--- src/rtl/bp_wormhole_to_burst.sv ---
// Wormhole flit stream to BedRock Burst header/data reassembly (one packet at a time).
// Optional length checking is enabled by defining BP_WORMHOLE_TO_BURST_LEN_CHECK_EN.
module bp_wormhole_to_burst #(
    parameter int flit_width_p    = 32,
    parameter int cord_width_p    = 4,
    parameter int len_width_p     = 4,
    parameter int cid_width_p     = 0,
    parameter int pr_hdr_width_p  = 56,
    parameter int pr_data_width_p = 64,
    parameter int hdr_width_p     = cord_width_p + len_width_p
                                  + cid_width_p + pr_hdr_width_p
) (
    input  logic                       clk_i,
    input  logic                       reset_i,
    input  logic [flit_width_p-1:0]    link_data_i,
    input  logic                       link_v_i,
    output logic                       link_ready_and_o,
    output logic [hdr_width_p-1:0]     hdr_o,
    output logic                       hdr_v_o,
    input  logic                       hdr_ready_and_i,
    output logic [pr_data_width_p-1:0] data_o,
    output logic                       data_v_o,
    input  logic                       data_ready_and_i,
    output logic                       last_o,
    output logic                       err_o
);

    localparam int hdr_len_lp  = hdr_width_p / flit_width_p;
    localparam int data_len_lp = pr_data_width_p / flit_width_p;
    localparam int hcnt_w_lp   = $clog2(hdr_len_lp + 1);
    localparam int dcnt_w_lp   = $clog2(data_len_lp + 1);
    localparam logic [len_width_p:0] hdr_m1_lp = (len_width_p+1)'(hdr_len_lp - 1);

    typedef enum logic [1:0] {
        e_hdr_in,
        e_hdr_out,
        e_data
    } state_e;

    state_e                     r_state, w_state_n;
    logic [hdr_width_p-1:0]     r_hdr, w_hdr_n;
    logic [hcnt_w_lp-1:0]       r_hcnt;
    logic [len_width_p-1:0]     r_rem, w_cnt, w_len;
    logic [len_width_p:0]       w_len_x;
    logic [pr_data_width_p-1:0] r_data;
    logic [dcnt_w_lp-1:0]       r_slot, w_slot;
    logic                       r_full, r_last;
    logic                       w_acc, w_drain, w_hdr_last;

    assign hdr_o   = r_hdr;
    assign data_o  = r_data;
    assign w_acc   = link_v_i & link_ready_and_o;
    assign w_drain = data_v_o & data_ready_and_i;
    assign w_slot  = w_drain ? '0 : r_slot;
    assign w_hdr_last = (r_hcnt == hcnt_w_lp'(hdr_len_lp - 1));

    // Header image including the flit arriving now; len is read from it.
    always_comb begin
        w_hdr_n = r_hdr;
        w_hdr_n[int'(r_hcnt)*flit_width_p +: flit_width_p] = link_data_i;
    end

    assign w_len   = w_hdr_n[cord_width_p +: len_width_p];
    assign w_len_x = {1'b0, w_len};
    assign w_cnt   = (w_len_x < hdr_m1_lp) ? '0
                   : len_width_p'(w_len_x - hdr_m1_lp);

    always_ff @(posedge clk_i or posedge reset_i) begin
        if (reset_i) r_state <= e_hdr_in;
        else         r_state <= w_state_n;
    end

    always_comb begin
        w_state_n        = r_state;
        link_ready_and_o = 1'b0;
        hdr_v_o          = 1'b0;
        data_v_o         = 1'b0;
        last_o           = 1'b0;
        unique case (r_state)
            e_hdr_in: begin
                link_ready_and_o = 1'b1;
                if (link_v_i && w_hdr_last) w_state_n = e_hdr_out;
            end
            e_hdr_out: begin
                hdr_v_o = 1'b1;
                if (hdr_ready_and_i)
                    w_state_n = (r_rem != '0) ? e_data : e_hdr_in;
            end
            e_data: begin
                data_v_o = r_full;
                last_o   = r_full & r_last;
                link_ready_and_o = (r_rem != '0) & (~r_full | data_ready_and_i);
                if (r_full && r_last && data_ready_and_i) w_state_n = e_hdr_in;
            end
            default: w_state_n = e_hdr_in;
        endcase
        if (reset_i) link_ready_and_o = 1'b0;
    end

    always_ff @(posedge clk_i or posedge reset_i) begin
        if (reset_i) begin
            r_hdr  <= '0;
            r_hcnt <= '0;
            r_rem  <= '0;
            r_data <= '0;
            r_slot <= '0;
            r_full <= 1'b0;
            r_last <= 1'b0;
        end else begin
            unique case (r_state)
                e_hdr_in: begin
                    if (w_acc) begin
                        r_hdr <= w_hdr_n;
                        if (w_hdr_last) begin
                            r_hcnt <= '0;
                            r_rem  <= w_cnt;
                        end else begin
                            r_hcnt <= r_hcnt + 1'b1;
                        end
                    end
                end
                e_hdr_out: begin
                    if (hdr_ready_and_i) begin
                        r_slot <= '0;
                        r_full <= 1'b0;
                        r_last <= 1'b0;
                    end
                end
                e_data: begin
                    // Slot 0 write clears the beat so a short final beat is zero-padded.
                    if (w_acc) begin
                        if (w_slot == '0)
                            r_data <= pr_data_width_p'(link_data_i);
                        else
                            r_data[int'(w_slot)*flit_width_p +: flit_width_p] <= link_data_i;
                        r_slot <= w_slot + 1'b1;
                        r_rem  <= r_rem - 1'b1;
                        r_full <= (w_slot + 1'b1 == dcnt_w_lp'(data_len_lp))
                                | (r_rem == len_width_p'(1));
                        r_last <= (r_rem == len_width_p'(1));
                    end else if (w_drain) begin
                        r_full <= 1'b0;
                        r_slot <= '0;
                    end
                end
                default: ;
            endcase
        end
    end

`ifdef BP_WORMHOLE_TO_BURST_LEN_CHECK_EN
    logic r_err;
    logic w_err;

    assign w_err = (w_len_x < hdr_m1_lp)
                 | ((32'(w_cnt) % data_len_lp) != 0);

    always_ff @(posedge clk_i or posedge reset_i) begin
        if (reset_i)
            r_err <= 1'b0;
        else if (r_state == e_hdr_in && w_acc && w_hdr_last && w_err)
            r_err <= 1'b1;
    end

    assign err_o = r_err;
`else
    assign err_o = 1'b0;
`endif

endmodule

--- config.mk ---
export PLATFORM = sky130hd
export DESIGN_NAME = bp_wormhole_to_burst
export DESIGN_NICKNAME = d
export VERILOG_FILES = /design/src/rtl/bp_wormhole_to_burst.sv
export SDC_FILE = /design/constraint.sdc
export NUM_CORES = 1
export LEC_CHECK = 0
export CORE_ASPECT_RATIO = 1.4
export CORE_MARGIN = 4
export CORE_UTILIZATION = 48
export CTS_CLUSTER_SIZE = 30
export DETAILED_ROUTE_END_ITERATION = 7
export HOLD_SLACK_MARGIN = 0.03
export PLACE_DENSITY = 0.76
export SLEW_MARGIN = 20
export SYNTH_ARGS = -nofsm -noshare
export SYNTH_HDL_FRONTEND = slang
export SYNTH_SLANG_ARGS = --single-unit
export TNS_END_PERCENT = 50
--- constraint.sdc ---
create_clock -name clk_i -period 4.7 [get_ports clk_i]
set_input_delay 0.47 -clock clk_i [delete_from_list [all_inputs] [get_ports clk_i]]
set_output_delay 0.47 -clock clk_i [all_outputs]
set_load 0.1 [all_outputs]
==> results.ini <==
[run_status]
outcome = finished clean

[timing]
period_share_pct = 72.08
clock_skew_ps = 14.88
rsz0062_at_grt = no
setup_violations = 0
finalSetupTns_ps = 0
finalMaxSlewViolations = 0
relSlewSlack_pct = 30.46
post-route-min-period_ps = 3388
max_freq_mhz = 295.2
worst_slew_pin_slew_ps = 1040
finalHoldViolCount = 0

[route]
wire_per_inst_um = 17.13
viasPerCell = 5.281
ant_nets = 0
vias = 4843
dr.pass1.iters = 4
drc = 0
wirelength_mm = 15.71
drt_first_iter_violations = 197

[floorplan]
start_util_pct = 49.35
core_area_mm2 = 0.01237
rows = 48
ios = 170
dieArea_mm2 = 0.01461
die_w_um = 103.3
die_h_um = 141.5

[worst_setup_path]
critPathCapture = link_ready_and_o
cp_max_fo = 6
crit_required_ps = 4230
path_class = register to output port
end_kind = output port
r2r_end = r_rem[1]
cp.arrival_ps = 2920
r2r_start = r_hcnt[0]
rrSetupSlack_ps = 2110
crit_path_start_kind = register
setup.worst_path.start = r_rem[0]
r2r.worst_path.cells = 8

[synth]
yosysSeqAreaShare_pct = 57.38
async_flop_share_pct = 100.0
synth_fp_nets = 647
yosysWarnings = 0
synth_cell_types = 44
synth.avg_cell_area_um2 = 10.18
synth_area_mm2 = 0.006106
synthTopCellsByArea = dfrtp_1, nand2_1, o21ai_0
synth_edf_count = 0
synth_cells = 600
synth.largest_area_cell = dfrtp_1
synth_top_cell_area_share_pct = 57.38
synth-main-ff-cell = dfrtp_1
synth-seq-cells = 140

[cts]
clockBufferDepth = 2
ctsHoldBuffers = 0
cts_setup_buffers = 0
path_clk_slew_ps = 60
cts_buffers = 17
cts_num_sinks = 140
cts_tree = done
post_cts_resized = 0
cts_root_buf = clkbuf_16
insertion_delay_ps = 420
htreeDepth = 4

[placed_design]
hpwl_mm = 10.82
port_buffers = 168
routabilityCongestion = 0.8883
dpl_cell_area_mm2 = 0.007782

[global_routing]
grt_pass1_vias = 4767
gr-total-overflow = 0
grt_antenna_before_repair = 0
grt_pass1_wl_mm = 24.98
grt_max_degree = 96
gr-usage-all-layers_pct = 22.01

[final_layout]
layout-drive-gt1-share_pct = 10.30
post-route-util_pct = 67.81
area_growth_syn_to_layout_pct = 37.40
fin_area_mm2 = 0.008389
layout.nets = 801
antenna_cells_inserted = 0

[run]
cap_violations = 0

[hold_path]
hold_class = register to register

## state kept, by name, summed over array words and instances, names as in the netlist
register	cells
data_o	64
r_rem	4
r_hcnt	2
r_state	2
hdr_o	64
r_full	1
r_last	1
r_slot	2
## Yosys cell counts (2+ instances only)
library cell / number
a21oi_1: 9
a31oi_1: 7
buf_12: 3
buf_2: 12
buf_4: 4
buf_6: 3
clkbuf_1: 13
dfrtp_1: 140
ha_1: 10
inv_1: 7
mux2_2: 3
mux2_4: 30
mux2i_1: 2
nand2_1: 195
nand2b_1: 2
nand3_1: 11
nor2_1: 14
nor2b_1: 8
nor3_1: 2
o211ai_1: 2
o21ai_0: 94
o21ai_1: 6
or3b_1: 2
## layout make-up
cell class	count	area (µm²)
clock inverter	13	168.9
multi-input combinational	416	2354
sequential	140	3503
clock buffer	19	432.9
tap	150	187.7
fill	928	3983
inverter	7	31.28
timing repair buffer	172	1712
## kinds of logic after synthesis
| logic type | share of synthesized area, % |
|---|---|
| simple gates | 17.01 |
| mux | 8.258 |
| fa+ha+maj | 2.049 |
| flops | 57.38 |
| buf+inv | 4.385 |
| other cells | 0.06142 |
| compound gates | 10.86 |
## routing by layer
layer	up-vias	track usage (%)	part of all wire, %
met2	155	36.76	52
met3	22	5.312	6.4
met5	-	0	0
met1	2361	27.90	40
li1	2305	-	-
met4	0	7.162	1.5
## how the worst min path moves through the flow
stage | start | depth (start not counted) | slack [ps] | to
6_report | hdr_o[23] | 2 | 480 | hdr_o[23]
5_1_grt | data_o[61] | 2 | 490 | data_o[61]
4_1_cts | hdr_o[31] | 2 | 480 | hdr_o[31]
3_5_place_dp | hdr_o[57] | 2 | 470 | hdr_o[57]
3_3_place_gp | hdr_o[15] | 2 | 460 | hdr_o[15]
2_1_floorplan | r_last | 2 | 480 | r_last
## worst max-delay path, cell delays in order (launching register included)
cell and delay [ps]:
dfrtp_1 390, inv_1 80, ha_1 230, or3b_1 280, nand2_1 100, a211oi_1 250, clkdlybuf4s50_1 1170
## through the flow
step	hold slack, ps	setup WS, ps	instances
2_1_floorplan	482.2	477.1	600
3_3_place_gp	460.6	1538	885
3_5_place_dp	469.5	1540	885
4_1_cts	483.2	1313	917
5_1_grt	493.6	1198	917
6_report	476.4	1312	917
## layout by cell type, fill, tap and decap left out, drive strengths merged, types with 2 or more instances in the layout
cell and instances:
a21oi 9, a31oi 7, buf 4, bufinv 3, clkbuf 19, clkdlybuf4s50 168, clkinv 6, clkinvlp 3
dfrtp 140, ha 10, inv 8, mux2 33, mux2i 2, nand2 198, nand2b 2, nand3 11
nor2 15, nor2b 8, nor3 3, o211ai 2, o21ai 100, or3b 2
Power is not shown: default switching activity piles up to over one toggle a cycle in this logic, so the estimate is an artifact.
